File: src/rtl/riscv_defines.sv
// Shared LSU encodings, FSM states and byte-enable/misalignment helpers.
// Latency: n/a (package only).
// Backpressure: n/a.
package riscv_defines;

    localparam logic [1:0] LSU_WORD = 2'b00;
    localparam logic [1:0] LSU_HALF = 2'b01;
    localparam logic [1:0] LSU_BYTE = 2'b10;

    typedef enum logic [1:0] {
        IDLE        = 2'd0,
        WAIT_GNT    = 2'd1,
        WAIT_RVALID = 2'd2
    } lsu_state_e;

    // Reserved type 2'b11 falls into the word case.
    function automatic logic [3:0] lsu_be(input logic [1:0] dtype, input logic [1:0] lsb);
        case (dtype)
            LSU_HALF: return lsb[1] ? 4'b1100 : 4'b0011;
            LSU_BYTE: return 4'b0001 << lsb;
            default:  return 4'b1111;
        endcase
    endfunction

    function automatic logic lsu_misaligned(input logic [1:0] dtype, input logic [1:0] lsb);
        case (dtype)
            LSU_HALF: return lsb[0];
            LSU_BYTE: return 1'b0;
            default:  return (lsb != 2'b00);
        endcase
    endfunction

endpackage

File: src/rtl/riscv_lsu_rdata_align.sv
// Extracts the addressed byte/half/word of a load response and extends it.
// Latency: purely combinational.
// Backpressure: none.
module riscv_lsu_rdata_align
    import riscv_defines::*;
(
    input  logic [31:0] rdata_i,
    input  logic [1:0]  dtype_i,
    input  logic        sign_ext_i,
    input  logic [1:0]  lsb_i,
    output logic [31:0] rdata_o
);

    logic [7:0]  byte_sel;
    logic [15:0] half_sel;

    always_comb begin
        byte_sel = rdata_i[{lsb_i, 3'b000} +: 8];
        half_sel = rdata_i[{lsb_i[1], 4'b0000} +: 16];
        case (dtype_i)
            LSU_BYTE: rdata_o = {{24{sign_ext_i & byte_sel[7]}}, byte_sel};
            LSU_HALF: rdata_o = {{16{sign_ext_i & half_sel[15]}}, half_sel};
            default:  rdata_o = rdata_i;
        endcase
    end

endmodule

File: src/rtl/riscv_dift_lsu.sv
// Load-store unit with one outstanding req/gnt/rvalid access; DIFT word tags under DIFT_LSU_TAG_EN.
// Latency: request issued combinationally from EX; load data returned in the rvalid cycle.
// Backpressure: lsu_ready_ex_o low while waiting for grant or response; new request accepted on rvalid.
module riscv_dift_lsu
    import riscv_defines::*;
#(
    parameter int ADDR_WIDTH = 32,
    parameter int DATA_WIDTH = 32
) (
    input  logic                  clk,
    input  logic                  rst_n,
    input  logic                  data_req_ex_i,
    input  logic                  data_we_ex_i,
    input  logic [1:0]            data_type_ex_i,
    input  logic                  data_sign_ext_ex_i,
    input  logic [31:0]           operand_a_ex_i,
    input  logic [31:0]           operand_b_ex_i,
    input  logic [DATA_WIDTH-1:0] data_wdata_ex_i,
    output logic                  lsu_ready_ex_o,
    output logic [DATA_WIDTH-1:0] lsu_rdata_o,
    output logic                  lsu_rvalid_o,
    output logic                  data_misaligned_o,
    output logic                  busy_o,
    output logic                  data_req_o,
    input  logic                  data_gnt_i,
    input  logic                  data_rvalid_i,
    output logic [ADDR_WIDTH-1:0] data_addr_o,
    output logic                  data_we_o,
    output logic [3:0]            data_be_o,
    output logic [DATA_WIDTH-1:0] data_wdata_o,
`ifdef DIFT_LSU_TAG_EN
    input  logic                  data_wdata_tag_i,
    input  logic                  data_we_tag_i,
    output logic                  data_wdata_tag_o,
    output logic                  data_we_tag_o,
    input  logic                  data_rdata_tag_i,
    output logic                  lsu_rdata_tag_o,
`endif
    input  logic [DATA_WIDTH-1:0] data_rdata_i
);

    lsu_state_e  state_q, state_d;
    logic [1:0]  type_q, type_d;
    logic        sign_ext_q, sign_ext_d;
    logic [1:0]  lsb_q, lsb_d;
    logic        we_q, we_d;

    logic [31:0] addr;
    logic        misaligned;
    logic        accept_window;

    always_comb begin
        addr       = operand_a_ex_i + operand_b_ex_i;
        misaligned = data_req_ex_i & lsu_misaligned(data_type_ex_i, addr[1:0]);

        state_d        = state_q;
        type_d         = type_q;
        sign_ext_d     = sign_ext_q;
        lsb_d          = lsb_q;
        we_d           = we_q;
        data_req_o     = 1'b0;
        lsu_ready_ex_o = 1'b1;
        accept_window  = 1'b0;

        case (state_q)
            IDLE:        accept_window = 1'b1;
            WAIT_GNT: begin
                data_req_o     = 1'b1;
                lsu_ready_ex_o = 1'b0;
            end
            WAIT_RVALID: begin
                lsu_ready_ex_o = data_rvalid_i;
                accept_window  = data_rvalid_i;
                if (data_rvalid_i) state_d = IDLE;
            end
            default: state_d = IDLE;
        endcase

        // IDLE and the rvalid cycle share the same issue path, giving back-to-back accesses.
        if (accept_window) data_req_o = data_req_ex_i & ~misaligned;

        if (data_req_o) begin
            if (data_gnt_i) begin
                state_d        = WAIT_RVALID;
                type_d         = data_type_ex_i;
                sign_ext_d     = data_sign_ext_ex_i;
                lsb_d          = addr[1:0];
                we_d           = data_we_ex_i;
                lsu_ready_ex_o = 1'b1;
            end else begin
                state_d        = WAIT_GNT;
                lsu_ready_ex_o = 1'b0;
            end
        end
    end

    always_ff @(posedge clk or negedge rst_n) begin
        if (!rst_n) begin
            state_q    <= IDLE;
            type_q     <= 2'b00;
            sign_ext_q <= 1'b0;
            lsb_q      <= 2'b00;
            we_q       <= 1'b0;
        end else begin
            state_q    <= state_d;
            type_q     <= type_d;
            sign_ext_q <= sign_ext_d;
            lsb_q      <= lsb_d;
            we_q       <= we_d;
        end
    end

    assign data_misaligned_o = misaligned & accept_window;
    assign busy_o            = (state_q != IDLE);
    assign data_addr_o       = {addr[ADDR_WIDTH-1:2], 2'b00};
    assign data_we_o         = data_we_ex_i;
    assign data_be_o         = lsu_be(data_type_ex_i, addr[1:0]);
    assign data_wdata_o      = data_wdata_ex_i << {addr[1:0], 3'b000};
    assign lsu_rvalid_o      = data_rvalid_i & (state_q == WAIT_RVALID) & ~we_q;

    riscv_lsu_rdata_align u_rdata_align (
        .rdata_i    (data_rdata_i),
        .dtype_i    (type_q),
        .sign_ext_i (sign_ext_q),
        .lsb_i      (lsb_q),
        .rdata_o    (lsu_rdata_o)
    );

`ifdef DIFT_LSU_TAG_EN
    // One tag per word: any store with the tag write enabled rewrites the word's tag.
    assign data_wdata_tag_o = data_wdata_tag_i;
    assign data_we_tag_o    = data_req_o & data_we_o & data_we_tag_i;
    assign lsu_rdata_tag_o  = lsu_rvalid_o & data_rdata_tag_i;
`endif

endmodule
File: config.mk
export PLATFORM = sky130hd
export DESIGN_NAME = riscv_dift_lsu
export DESIGN_NICKNAME = d
export VERILOG_FILES = /design/src/rtl/riscv_defines.sv /design/src/rtl/riscv_lsu_rdata_align.sv /design/src/rtl/riscv_dift_lsu.sv
export SDC_FILE = /design/constraint.sdc
export NUM_CORES = 1
export LEC_CHECK = 0
export ABC_AREA = 0
export CAP_MARGIN = 25
export CORE_ASPECT_RATIO = 1.25
export CORE_MARGIN = 1.5
export CORE_UTILIZATION = 40
export CTS_CLUSTER_SIZE = 20
export DETAILED_ROUTE_END_ITERATION = 8
export PLACE_DENSITY = 0.87
export SLEW_MARGIN = 20
export SYNTH_ARGS = -nofsm -noshare
export SYNTH_HDL_FRONTEND = slang
export SYNTH_SLANG_ARGS = --single-unit
export TNS_END_PERCENT = 50
File: constraint.sdc
create_clock -name clk -period 7.6 [get_ports clk]
set_input_delay 0.76 -clock clk [delete_from_list [all_inputs] [get_ports clk]]
set_output_delay 0.76 -clock clk [all_outputs]
set_load 0.1 [all_outputs]
; Word-level counts from Yosys, hierarchy flattened
; Cells that the tools add are included.
[word_totals]
output_inout_bits = 106
in_bits = 137
memories = 0
reg_bits = 8
mem_bits_rw = 0
latch_bits = 0
elab_cells = 47
mem_bits_ro = 0
[classes]
n_shift = 4
reduce_logical = 6
bitwise = 9
muxes = 14
n_addsub = 1
mul = 0
div_mod_pow = 0
order_cmp = 0
n_eq_ne = 8
[ops]
columns = cell, count
row1 = $pmux 32 s2, 1
row2 = $add 32x32->32, 1
row3 = $shiftx 32x6->16, 1
row4 = $shiftx 32x6->8, 1
row5 = $shl 32x5->32, 1
row6 = $pmux 4 s2, 1
row7 = $and 1x1->1, 7
row8 = $eq 2x1->1 const B, 3
row9 = $eq 2x2->1 const B, 3
row10 = $mux 2, 3
row11 = $pmux 1 s2, 3
row12 = $mux 1, 4
row13 = $mux 4, 1
row14 = $pmux 2 s2, 1
row15 = $reduce_and 2->1, 2
row16 = $reduce_bool 2->1, 2
row17 = $shl 1x2->4 const A, 1
row18 = $ne 3x3->1 const B, 1
row19 = $logic_not 2->1, 1
row20 = $ne 2x1->1 const B, 1
row21 = $not 1->1, 2
row22 = $reduce_or 2->1, 1

; Logic depth before layout (Yosys ltp)
; Gate-level depths: netlist (run 1).
[depth]
word_depth = 9
mapped_depth = 10
ltp_nobuf = 8

; Hierarchy
; A second synthesis (run 1) with hierarchy kept.
[unflattened]
hier_cells = 514
area_unflattened_um2 = 3766.1
[by_module_without_submodules]
columns = mod, cells_per_inst, n_inst, seq_area_each_um2, area_per_inst_um2
row1 = riscv_dift_lsu, 431, 1, 200.2, 3116.7
row2 = riscv_lsu_rdata_align, 83, 1, 0.0, 649.4

; Least setup slack after synthesis (run 1)
; No wires, ideal clock.
[synth_timing]
path_kind = input port to output port
from = input port operand_a_ex_i[0]
to = output port data_misaligned_o
required_time_ps = 6840
arrival_ps = 5022
path_stages = 6
slack_ps = 1818
path_buffers = 1
cell_sequence = ha_1 fa_1 buf_2 nor2_2 or2_1 nor4b_1
[synth_between]
elab_chain_len = 5
[synth_rtl]
columns = element, line
row1 = from (decl), riscv_dift_lsu.sv:16  ; input logic [31:0] operand_a_ex_i,
row2 = $add 32x32->32, riscv_dift_lsu.sv:53  ; addr = operand_a_ex_i + operand_b_ex_i;
row3 = via addr[1], riscv_dift_lsu.sv:48  ; logic [31:0] addr;
row4 = $reduce_bool 2->1, riscv_defines.sv:29  ; default: return (lsb != 2'b00);
row5 = $pmux 1 s2, riscv_defines.sv:26  ; case (dtype)
row6 = $and 1x1->1, riscv_dift_lsu.sv:54  ; misaligned = data_req_ex_i & lsu_misaligned(data_type_ex_i, addr[1:0]);
row7 = $and 1x1->1, riscv_dift_lsu.sv:113  ; assign data_misaligned_o = misaligned & accept_window;
row8 = to (decl), riscv_dift_lsu.sv:22  ; output logic data_misaligned_o,
; The timed path passes the listed nets, and every way through them passes these cells.

; Final worst setup path (run 1)
[layout_timing]
from = input port operand_a_ex_i[0]
to = output port lsu_ready_ex_o
[layout_between]
elab_chain_len = 8
[layout_rtl]
columns = element, line
row1 = $add 32x32->32, riscv_dift_lsu.sv:53
row2 = via addr[1], riscv_dift_lsu.sv:48
row3 = $reduce_bool 2->1, riscv_defines.sv:29
row4 = $pmux 1 s2, riscv_defines.sv:26
row5 = $and 1x1->1, riscv_dift_lsu.sv:54
row6 = $not 1->1, riscv_dift_lsu.sv:80  ; if (accept_window) data_req_o = data_req_ex_i & ~misaligned;
row7 = $and 1x1->1, riscv_dift_lsu.sv:80
row8 = $mux 1, riscv_dift_lsu.sv:80
row9 = $mux 1, riscv_dift_lsu.sv:82  ; if (data_req_o) begin
row10 = to (decl), riscv_dift_lsu.sv:19  ; output logic lsu_ready_ex_o,
; The timed path passes the listed nets, and every way through them passes these cells.

==> results of run 1 <==
## per-stage QoR
stage	instance area, um2	std cells
3_5_place_dp	5800	814
6_report	5860	818
2_1_floorplan	3650	517
5_1_grt	5860	818
4_1_cts	5850	817
3_3_place_gp	5800	814
## cell usage in the layout, fill, tap and decap left out, drive strengths merged, types with 8 or more instances in the layout
cell type	count
mux2i	20
o21ai	44
nor2b	12
dfrtp	8
and3	12
nand2	49
inv	13
and2	13
a21o	28
clkdlybuf4s50	240
ha	35
a211oi	12
xnor2	16
a21oi	49
xor2	11
nor2	37
## worst max-delay path: cells and delay by family
kind / cells / cell delay [ps]
AO/OA/AOI/OAI: 2 / 220
adder cells (fa/ha/maj): 2 / 1200
AND/OR/NAND/NOR: 4 / 760
buffers and inverters: 2 / 1570
## registers in the layout, summed over array words and instances (netlist names)
register	cells
lsb_q	2
sign_ext_q	1
type_q	2
we_q	1
state_q	2
## cells by family after synthesis
logic type | Yosys count | synth area share, %
AO/OA/AOI/OAI | 188 | 35.0
other | 1 | 0.103
XOR/XNOR | 27 | 6.48
AND/OR/NAND/NOR | 153 | 20.5
multiplexers | 26 | 7.34
adder cells (fa/ha/maj) | 36 | 12.6
buffers and inverters | 77 | 12.5
flip-flops | 8 | 5.49
## per-layer routing
metal  share of wire [%]  up-vias
li1                    -     2214
met1                  36     2143
met2                  51      233
met3                 9.9       38
met4                 3.1        0
met5                   0        -
## power by group through the flow
| stage | combinational (mW) | clock (mW) | sequential (mW) |
|---|---|---|---|
| after CTS | 2.33 | 0.0545 | 0.0746 |
| final | 2.34 | 0.0537 | 0.0748 |
| after global routing | 2.42 | 0.0569 | 0.0771 |
| after detailed placement | 2.33 | 0 | 0.0743 |
| after global placement | 2.31 | 0 | 0.0733 |
| after floorplan | 1.87 | 0 | 0.0635 |
## worst paths after layout
check | start | end | slack [ps] | cells past startpoint
setup / recovery | operand_a_ex_i[0] | lsu_ready_ex_o | 2310 | 10
hold / removal | sign_ext_q | sign_ext_q | 510 | 1
setup reg to reg | state_q[0] | we_q | 5900 | 4
hold reg to reg | sign_ext_q | sign_ext_q | 510 | 1
max in group asynchronous | rst_n | lsb_q[1] | 6500 | 1
min in group asynchronous | rst_n | state_q[1] | 820 | 1
## area by class of cell
| type | count | area, um2 | area share [%] |
|---|---|---|---|
| sequential | 8 | 200 | 3.42 |
| multi-input combinational | 432 | 3000 | 51.2 |
| clock buffer | 3 | 41.3 | 0.705 |
| timing repair buffer | 242 | 2420 | 41.3 |
| inverter | 13 | 48.8 | 0.833 |
| tap | 120 | 150 | 2.56 |
==> run metrics, run 1 <==
outcome=finished clean; Horiz. Die Dim=88.4 um; sum of net half-perimeters after detailed placement=11.9 mm; number of setup violations in the final report=0; time the worst path needs with I/O delays and setup=5290 ps; CTS tree=built; Hold/Removal Path Class=reg2reg; Synth area leaders=sky130_fd_sc_hd__ha_1 (12%), sky130_fd_sc_hd__buf_4 (7.2%), sky130_fd_sc_hd__a21oi_1 (6.4%), sky130_fd_sc_hd__a21o_1 (5.8%), sky130_fd_sc_hd__dfrtp_1 (5.5%); total number of vias=4628; pins over their slew limit=0; layer with the highest usage after global routing=met2; Initial DRC Count=208; register area share after synthesis=5.49%; Setup Slack @ Placement=1960 ps; largest net degree at the start of global routing=39; wire length per cell after detailed routing=17.6 um; final routed wirelength across all metal layers=14.4 mm; count of filler cells inserted in the layout=752; number of global-route vias before repair=4392; most frequent cell after synthesis=sky130_fd_sc_hd__nand2_1; H-tree Lvls=1; RSZ-0062 raised after global routing=no; height of the chip=110 um; area grow syn2layout=60.5%; GR Util met1=28.3%; Peak Freq=0.189 GHz; Inserted Diodes=0; most area-hungry cell type in the Yosys netlist=sky130_fd_sc_hd__ha_1; crit path max fanout=36; number of register bits inferred by synthesis=8; post-CTS repair timing setup buffer count=0; maximum single-stage delay on the critical path=1170 ps; clock network latency to the later pin of the worst-skew pair=230 ps; average footprint of a synthesized cell=7.07 um2; fraction of final layout cells with drive strength greater than 1=3.30%; Slew headroom=29.6%; worst endpoint required time=6840 ps; count of standard-cell rows=38; area of the core region=0.00875 mm2; post-detailed-route DRC marker count=0; proportion of netlist area held by the largest area contributor=12.0%; Main synth FF type=sky130_fd_sc_hd__dfrtp_1; IO buf count=240; number of sinks driven by the clock tree=8; clock input transition at the sequential cells of the worst setup and hold paths=40 ps; WP data arrival=4530 ps; switching component of the power=1.82 mW; post-route setup slack=2310 ps; Initial Util=41.7%; element type at the critical path end=primary output; Static Leakage=2.54 nW; Worst Clk Skew=2.24 ps; first-pass iteration count of the detailed router=4; critical-path cell with the highest stage delay=sky130_fd_sc_hd__clkdlybuf4s50_1; CTS Hold Bufs=0; cells resized by post-CTS repair=0; Final Net Count=873; Logic pwr share=94.8%; met2 usage in global routing=52.3%; max-cap violation count=0; number of antenna violations at the first check in global routing=1; number of nets still failing antenna checks after routing=0; sum of negative setup slack=0 ps; area of the die=0.00971 mm2; total power draw=2.47 mW; chain of cells forming the critical path=clkdlybuf4s50_1 > ha_1 > fa_2 > nor2_2 > or2_1 > a21oi_1 > a21oi_1 > nor2b_1 > nor2_1 > clkdlybuf4s50_1; synthesis warning total=0; startpoint types=primary input; number of vias per cell=5.66; power density over the cells=422 mW/mm2; actual slew at the worst max-slew pin=1050 ps; hold slack=515 ps; CTS max path bufs=2; global-route track usage on met3=8.11%; maximum VDD drop=0.381 mV; final cycle utilization of the critical path=69.6%; routability congestion estimate from global placement=1.01; sequential group share of total power=3.0%; clock root buffer=sky130_fd_sc_hd__clkbuf_8; share of the core filled with cells=66.9%; wire length of the first global-routing pass=21.3 mm; commonest cells in the netlist=sky130_fd_sc_hd__nand2_1 (49), sky130_fd_sc_hd__a21oi_1 (47), sky130_fd_sc_hd__o21ai_0 (38); I/O pin count=243; clock share of power=2.2%; synthesized area=0.00365 mm2; count of cell types in the netlist=62; Final Hold Viols=0; total global-route track usage=27.6%; WS Path Type=in2out; global route total overflow=0; cell-internal power=654 uW; switching power as a share of total power=73.5%; Post-synth EDFFs=0; TritonCTS buffer count=3; ys async rst share=100%; synthesized instance count=516
Note: power is estimated with default switching activity, not from simulation.
==> run 2, diff against run 1 <==
--- a/config.mk
+++ b/config.mk
@@ -9,10 +9,10 @@
 export CAP_MARGIN = 25
 export CORE_ASPECT_RATIO = 1.25
 export CORE_MARGIN = 1.5
-export CORE_UTILIZATION = 40
+export CORE_UTILIZATION = 34
 export CTS_CLUSTER_SIZE = 20
 export DETAILED_ROUTE_END_ITERATION = 8
-export PLACE_DENSITY = 0.87
+export PLACE_DENSITY = 0.78
 export SLEW_MARGIN = 20
 export SYNTH_ARGS = -nofsm -noshare
 export SYNTH_HDL_FRONTEND = slang
==> constraint.sdc (replaced) <==
create_clock -name clk -period 4.5 [get_ports clk]
set_input_delay 0.45 -clock clk [delete_from_list [all_inputs] [get_ports clk]]
set_output_delay 0.45 -clock clk [all_outputs]
set_load 0.1 [all_outputs]
==> run metrics, run 2 (synthesis gave the netlist of run 1 again) <==
outcome=finished clean; Worst Clk Skew=2.31 ps (+0.0706 ps); sum of negative setup slack=0 ps (unchanged); max-cap violation count=0 (unchanged); power density over the cells=719 mW/mm2 (+70%); Initial DRC Count=166 (-20%); pins over their slew limit=0 (unchanged); area of the multi-input gates=0.00300 mm2 (+0.13%); I/O pin count=243 (unchanged); IO buf count=240 (unchanged); leading cell types in the layout, fill and taps excluded=sky130_fd_sc_hd__clkdlybuf4s50_1 (145), sky130_fd_sc_hd__buf_4 (83), sky130_fd_sc_hd__nand2_1 (49); Worst R2R Setup Slack=2830 ps (-3070 ps); H-tree Lvls=1 (unchanged); count of standard-cell rows=42 (+11%); final routed wirelength across all metal layers=15.1 mm (+4.4%); number of vias per cell=5.61 (-0.90%); sum of net half-perimeters after detailed placement=12.5 mm (+4.9%); clock network latency to the later pin of the worst-skew pair=230 ps (about the same); number of sinks driven by the clock tree=8 (unchanged); total number of vias=4665 (+0.80%); Peak Freq=0.268 GHz; number of setup violations in the final report=0 (unchanged); TritonCTS buffer count=3 (unchanged); largest net degree at the start of global routing=37 (-5.1%); startpoint types=primary input; number of nets still failing antenna checks after routing=0 (unchanged); Sequential Area=200 um2 (unchanged); number of cell instances on the worst register-to-register path=4 (unchanged); end point of the most critical hold path=we_q; worst r2r dst=sign_ext_q; height of the chip=119 um (+8.2%); count of filler cells inserted in the layout=1002 (+33%); number of non-filler instances in the completed layout=832 (+1.7%); area of the core region=0.0105 mm2 (+20%); CTS tree=built; Slew headroom=26.9% (-2.7 points); post-detailed-route DRC marker count=0 (unchanged); start point of the worst min-delay path=we_q; crit path max fanout=3 (-92%); actual slew at the worst max-slew pin=1090 ps (+41.5 ps); area of the die=0.0114 mm2 (+17%); Initial Util=34.7% (-7.0 points); global route total overflow=0 (unchanged); routability congestion estimate from global placement=0.908 (-9.8%); Horiz. Die Dim=95.7 um (+8.2%); FF-to-FF Start=state_q[0]; element type at the critical path end=primary output; fraction of final layout cells with drive strength greater than 1=17.0% (+14 points); Final Hold Viols=0 (unchanged); Final Net Count=874 (+0.11%); post-CTS repair timing setup buffer count=0 (unchanged); worst endpoint required time=4050 ps (-2790 ps); CTS Hold Bufs=0 (unchanged); wire length per cell after detailed routing=18.1 um (+2.7%); RSZ-0062 raised after global routing=no; Placed Cells incl. Taps=828 (+1.7%); area grow syn2layout=60.8%; clock root buffer=sky130_fd_sc_hd__clkbuf_16; Static Leakage=2.73 nW (+7.7%); number of global-route vias before repair=4504 (+2.6%); largest registers in the final layout=lsb_q: 2 flops, state_q: 2 flops, type_q: 2 flops; WS Path Type=in2out; first-pass iteration count of the detailed router=5 (+1); WP data arrival=3290 ps (-1240 ps); wire length of the first global-routing pass=23.0 mm (+7.9%); number of antenna violations at the first check in global routing=3 (+2); Hold/Removal Path Class=reg2reg; cells resized by post-CTS repair=0 (unchanged); CTS max path bufs=2 (unchanged); final cycle utilization of the critical path=83.0%; worst hold path stage count=1 (unchanged); clock input transition at the sequential cells of the worst setup and hold paths=30 ps (about the same); most common cell after layout, fill and taps aside=sky130_fd_sc_hd__clkdlybuf4s50_1; total global-route track usage=25.4% (-2.3 points); launch point of the worst path=operand_a_ex_i[0]; maximum VDD drop=0.608 mV (+59%); time the worst path needs with I/O delays and setup=3740 ps
[run 2: changes by cell type in the layout (fill, tap and decap cells not counted), moves of 3 or more]
cell                              change
sky130_fd_sc_hd__buf_12              +15
sky130_fd_sc_hd__clkbuf_8             -3
sky130_fd_sc_hd__clkbuf_16            +3
sky130_fd_sc_hd__clkdlybuf4s50_1     -95
sky130_fd_sc_hd__buf_4               +81
[run 2: final cells by class]
| type | instances | share of cell area [%] |
|---|---|---|
| multi-input combinational | 432 | 51.2 |
| timing repair buffer | 243 | 40.5 |
| inverter | 13 | 0.832 |
| antenna | 1 | 0.0426 |
| sequential | 8 | 3.41 |
| clock buffer | 3 | 1.28 |
| tap | 132 | 2.81 |
[run 2: critical path, cell delays in order]
cell and delay (ps):
sky130_fd_sc_hd__clkdlybuf4s50_1 420, sky130_fd_sc_hd__ha_1 260, sky130_fd_sc_hd__fa_1 420, sky130_fd_sc_hd__a21o_1 240, sky130_fd_sc_hd__a221oi_2 380, sky130_fd_sc_hd__o21ai_1 200
sky130_fd_sc_hd__a31oi_1 330, sky130_fd_sc_hd__o21bai_1 120, sky130_fd_sc_hd__xnor2_1 250, sky130_fd_sc_hd__buf_12 210
[run 2: worst max path at each step]
stage / slack [ps] / endpoint
after floorplan: 230 / lsu_ready_ex_o
after global placement: 860 / data_addr_o[30]
after detailed placement: 750 / data_addr_o[16]
after CTS: 730 / data_addr_o[16]
after global routing: 590 / data_addr_o[16]
final: 760 / data_addr_o[16]
[run 2: stage by stage]
stage          hold slack, ps  utilization, %  setup slack [ps]  power [mW]  area [um2]
6_report                  485            55.8               764        4.22        5870
5_1_grt                   513            55.8               593        4.36        5870
4_1_cts                   487            55.8               728        4.21        5870
3_5_place_dp              481            55.1               752        4.06        5790
3_3_place_gp              472            55.1               860        4.04        5790
2_1_floorplan             154               -               228        3.26        3660
[run 2: where the power goes]
part	total, mW	internal, mW	switching (mW)	leakage, nW
clock network	0.148	0.114	0.0335	0.0370
registers	0.126	0.0966	0.0298	0.0960
logic	3.95	0.922	3.02	2.60
total	4.22	1.13	3.09	2.73
[run 2: layer usage]
| layer | GRT usage, % | wire [um] | vias up |
|---|---|---|---|
| met4 | 6.07 | 353 | 2 |
| li1 | - | - | 2214 |
| met3 | 9.00 | 1630 | 34 |
| met2 | 47.2 | 7730 | 235 |
| met1 | 26.3 | 5330 | 2180 |
| met5 | 0 | 13 | - |
==> run 3, diff against run 2 <==
--- a/config.mk
+++ b/config.mk
@@ -9,10 +9,10 @@
 export CAP_MARGIN = 25
 export CORE_ASPECT_RATIO = 1.25
 export CORE_MARGIN = 1.5
-export CORE_UTILIZATION = 34
+export CORE_UTILIZATION = 37
 export CTS_CLUSTER_SIZE = 20
 export DETAILED_ROUTE_END_ITERATION = 8
-export PLACE_DENSITY = 0.78
+export PLACE_DENSITY = 0.81
 export SLEW_MARGIN = 20
 export SYNTH_ARGS = -nofsm -noshare
 export SYNTH_HDL_FRONTEND = slang
==> constraint.sdc (replaced) <==
create_clock -name clk -period 3.9 [get_ports clk]
set_input_delay 0.39 -clock clk [delete_from_list [all_inputs] [get_ports clk]]
set_output_delay 0.39 -clock clk [all_outputs]
set_load 0.1 [all_outputs]
==> run metrics, run 3 (synthesis gave the netlist of run 1 again) <==
outcome=finished clean; sequential group share of total power=2.8% (-0.2 points); number of setup violations in the final report=0 (unchanged); time the worst path needs with I/O delays and setup=3600 ps; hold slack=450 ps (-35.8 ps); Final Hold Viols=0 (unchanged); Slew headroom=33.1% (+6.3 points); first-pass iteration count of the detailed router=4 (-1); WS Path Type=in2out; count of filler cells inserted in the layout=784 (-22%); switching power as a share of total power=70.5% (-2.6 points); I/O pin count=243 (unchanged); sum of net half-perimeters after detailed placement=12.3 mm (-1.2%); element type at the critical path end=primary output; CTS Hold Bufs=0 (unchanged); clock share of power=3.4% (about the same); cells resized by post-CTS repair=0 (unchanged); Logic pwr share=93.8% (+0.3 points); count of standard-cell rows=40 (-4.8%); maximum VDD drop=0.706 mV (+16%); max-cap violation count=0 (unchanged); number of antenna violations at the first check in global routing=0 (-3); power density over the cells=793 mW/mm2 (+10%); fraction of final layout cells with drive strength greater than 1=18.3% (+1.3 points); Static Leakage=2.95 nW (+8.0%); global route total overflow=0 (unchanged); IO buf count=240 (unchanged); post-CTS repair timing setup buffer count=0 (unchanged); Horiz. Die Dim=91.8 um (-4.0%); clock input transition at the sequential cells of the worst setup and hold paths=40 ps (about the same); final routed wirelength across all metal layers=14.7 mm (-2.3%); largest registers in the final layout=lsb_q: 2 flops, state_q: 2 flops, type_q: 2 flops; number of vias per cell=5.54 (-1.2%); number of nets still failing antenna checks after routing=0 (unchanged); met2 usage in global routing=52.5% (+5.3 points); post-detailed-route DRC marker count=0 (unchanged); height of the chip=114 um (-4.0%); total number of vias=4578 (-1.9%); Worst Clk Skew=0.573 ps (-1.74 ps); Inserted Diodes=0 (-1); Peak Freq=0.278 GHz; leading cell types in the layout, fill and taps excluded=sky130_fd_sc_hd__clkdlybuf4s50_1 (138), sky130_fd_sc_hd__buf_12 (63), sky130_fd_sc_hd__nand2_1 (49); TritonCTS buffer count=3 (unchanged); wire length of the first global-routing pass=23.0 mm (+0.15%); CTS tree=built; global-route track usage on met3=5.20% (-3.8 points); Initial DRC Count=197 (+19%); most common cell after layout, fill and taps aside=sky130_fd_sc_hd__clkdlybuf4s50_1; cell-internal power=1.51 mW (+33%); routability congestion estimate from global placement=0.940 (+3.6%); clock network latency to the later pin of the worst-skew pair=230 ps (about the same); RSZ-0062 raised after global routing=no; worst endpoint required time=3510 ps (-540 ps); Sequential Area=200 um2 (unchanged); number of global-route vias before repair=4498 (-0.13%); WP data arrival=3210 ps (-80 ps); area of the multi-input gates=0.00301 mm2 (+0.12%); layer with the highest usage after global routing=met2; area of the die=0.0105 mm2 (-7.9%); Final Net Count=875 (+0.11%); total power draw=5.12 mW (+21%); area grow syn2layout=76.9%; largest net degree at the start of global routing=36 (-2.7%); switching component of the power=3.61 mW (+17%); clock root buffer=sky130_fd_sc_hd__clkbuf_16; number of non-filler instances in the completed layout=826 (-0.72%); GR Util met1=29.3% (+3.0 points); wire length per cell after detailed routing=17.8 um (-1.6%); actual slew at the worst max-slew pin=1000 ps (-94.9 ps); CTS max path bufs=2 (unchanged); number of sinks driven by the clock tree=8 (unchanged); H-tree Lvls=1 (unchanged); Initial Util=38.0% (+3.3 points); pins over their slew limit=0 (unchanged); Placed Cells incl. Taps=823 (-0.60%); final cycle utilization of the critical path=92.3%; startpoint types=primary input; crit path max fanout=3 (unchanged); area of the core region=0.00961 mm2 (-8.6%); Hold/Removal Path Class=in2async; total global-route track usage=27.1% (+1.7 points)
run 3: worst paths after layout:
| kind | end | depth (start not counted) | from | slack (ps) |
|---|---|---|---|---|
| worst min register to register | sign_ext_q | 1 | sign_ext_q | 480 |
| min in group clk | sign_ext_q | 1 | sign_ext_q | 480 |
| worst min-delay path | lsb_q[0] | 1 | rst_n | 450 |
| worst max-delay path | data_addr_o[16] | 10 | operand_a_ex_i[0] | 300 |
| worst max register to register | we_q | 4 | state_q[0] | 2190 |
| max in group asynchronous | type_q[1] | 1 | rst_n | 3170 |
run 3: per-layer routing:
layer  wire length, um  part of all wire [%]
met1              5320                    36
met2              7750                    53
met3              1160                   7.9
met4               490                   3.3
met5                 0                     0
run 3: critical path: stages:
cell                              delay [ps]
sky130_fd_sc_hd__clkdlybuf4s50_1         400
sky130_fd_sc_hd__ha_1                    240
sky130_fd_sc_hd__fa_1                    450
sky130_fd_sc_hd__a21o_1                  250
sky130_fd_sc_hd__a221oi_2                360
sky130_fd_sc_hd__o21ai_1                 210
sky130_fd_sc_hd__a31oi_1                 300
sky130_fd_sc_hd__o21bai_1                120
sky130_fd_sc_hd__xnor2_1                 260
sky130_fd_sc_hd__buf_12                  220
run 3: final cells by class:
class | instances | share of cell area (%)
Clock buffer | 3 | 1.16
Multi-Input combinational cell | 432 | 46.6
Inverter | 13 | 0.756
Timing Repair Buffer | 244 | 46.0
Tap cell | 126 | 2.44
Sequential cell | 8 | 3.10
run 3: power by group through the flow:
stage / registers (mW) / clock network [mW] / logic (mW)
after floorplan: 0.124 / 0 / 3.64
after global placement: 0.142 / 0 / 4.75
after detailed placement: 0.146 / 0 / 4.78
after CTS: 0.145 / 0.174 / 4.79
after global routing: 0.149 / 0.180 / 4.94
final: 0.145 / 0.173 / 4.80
run 3: stage by stage:
stage / instance area, um2 / util, % / worst slack, ps / setup TNS [ps]
after floorplan: 3660 / - / -7.01 / -21.0
after global placement: 6380 / 66.4 / 373 / 0
after detailed placement: 6380 / 66.4 / 337 / 0
after CTS: 6450 / 67.1 / 325 / 0
after global routing: 6450 / 67.1 / 134 / 0
final: 6450 / 67.1 / 299 / 0
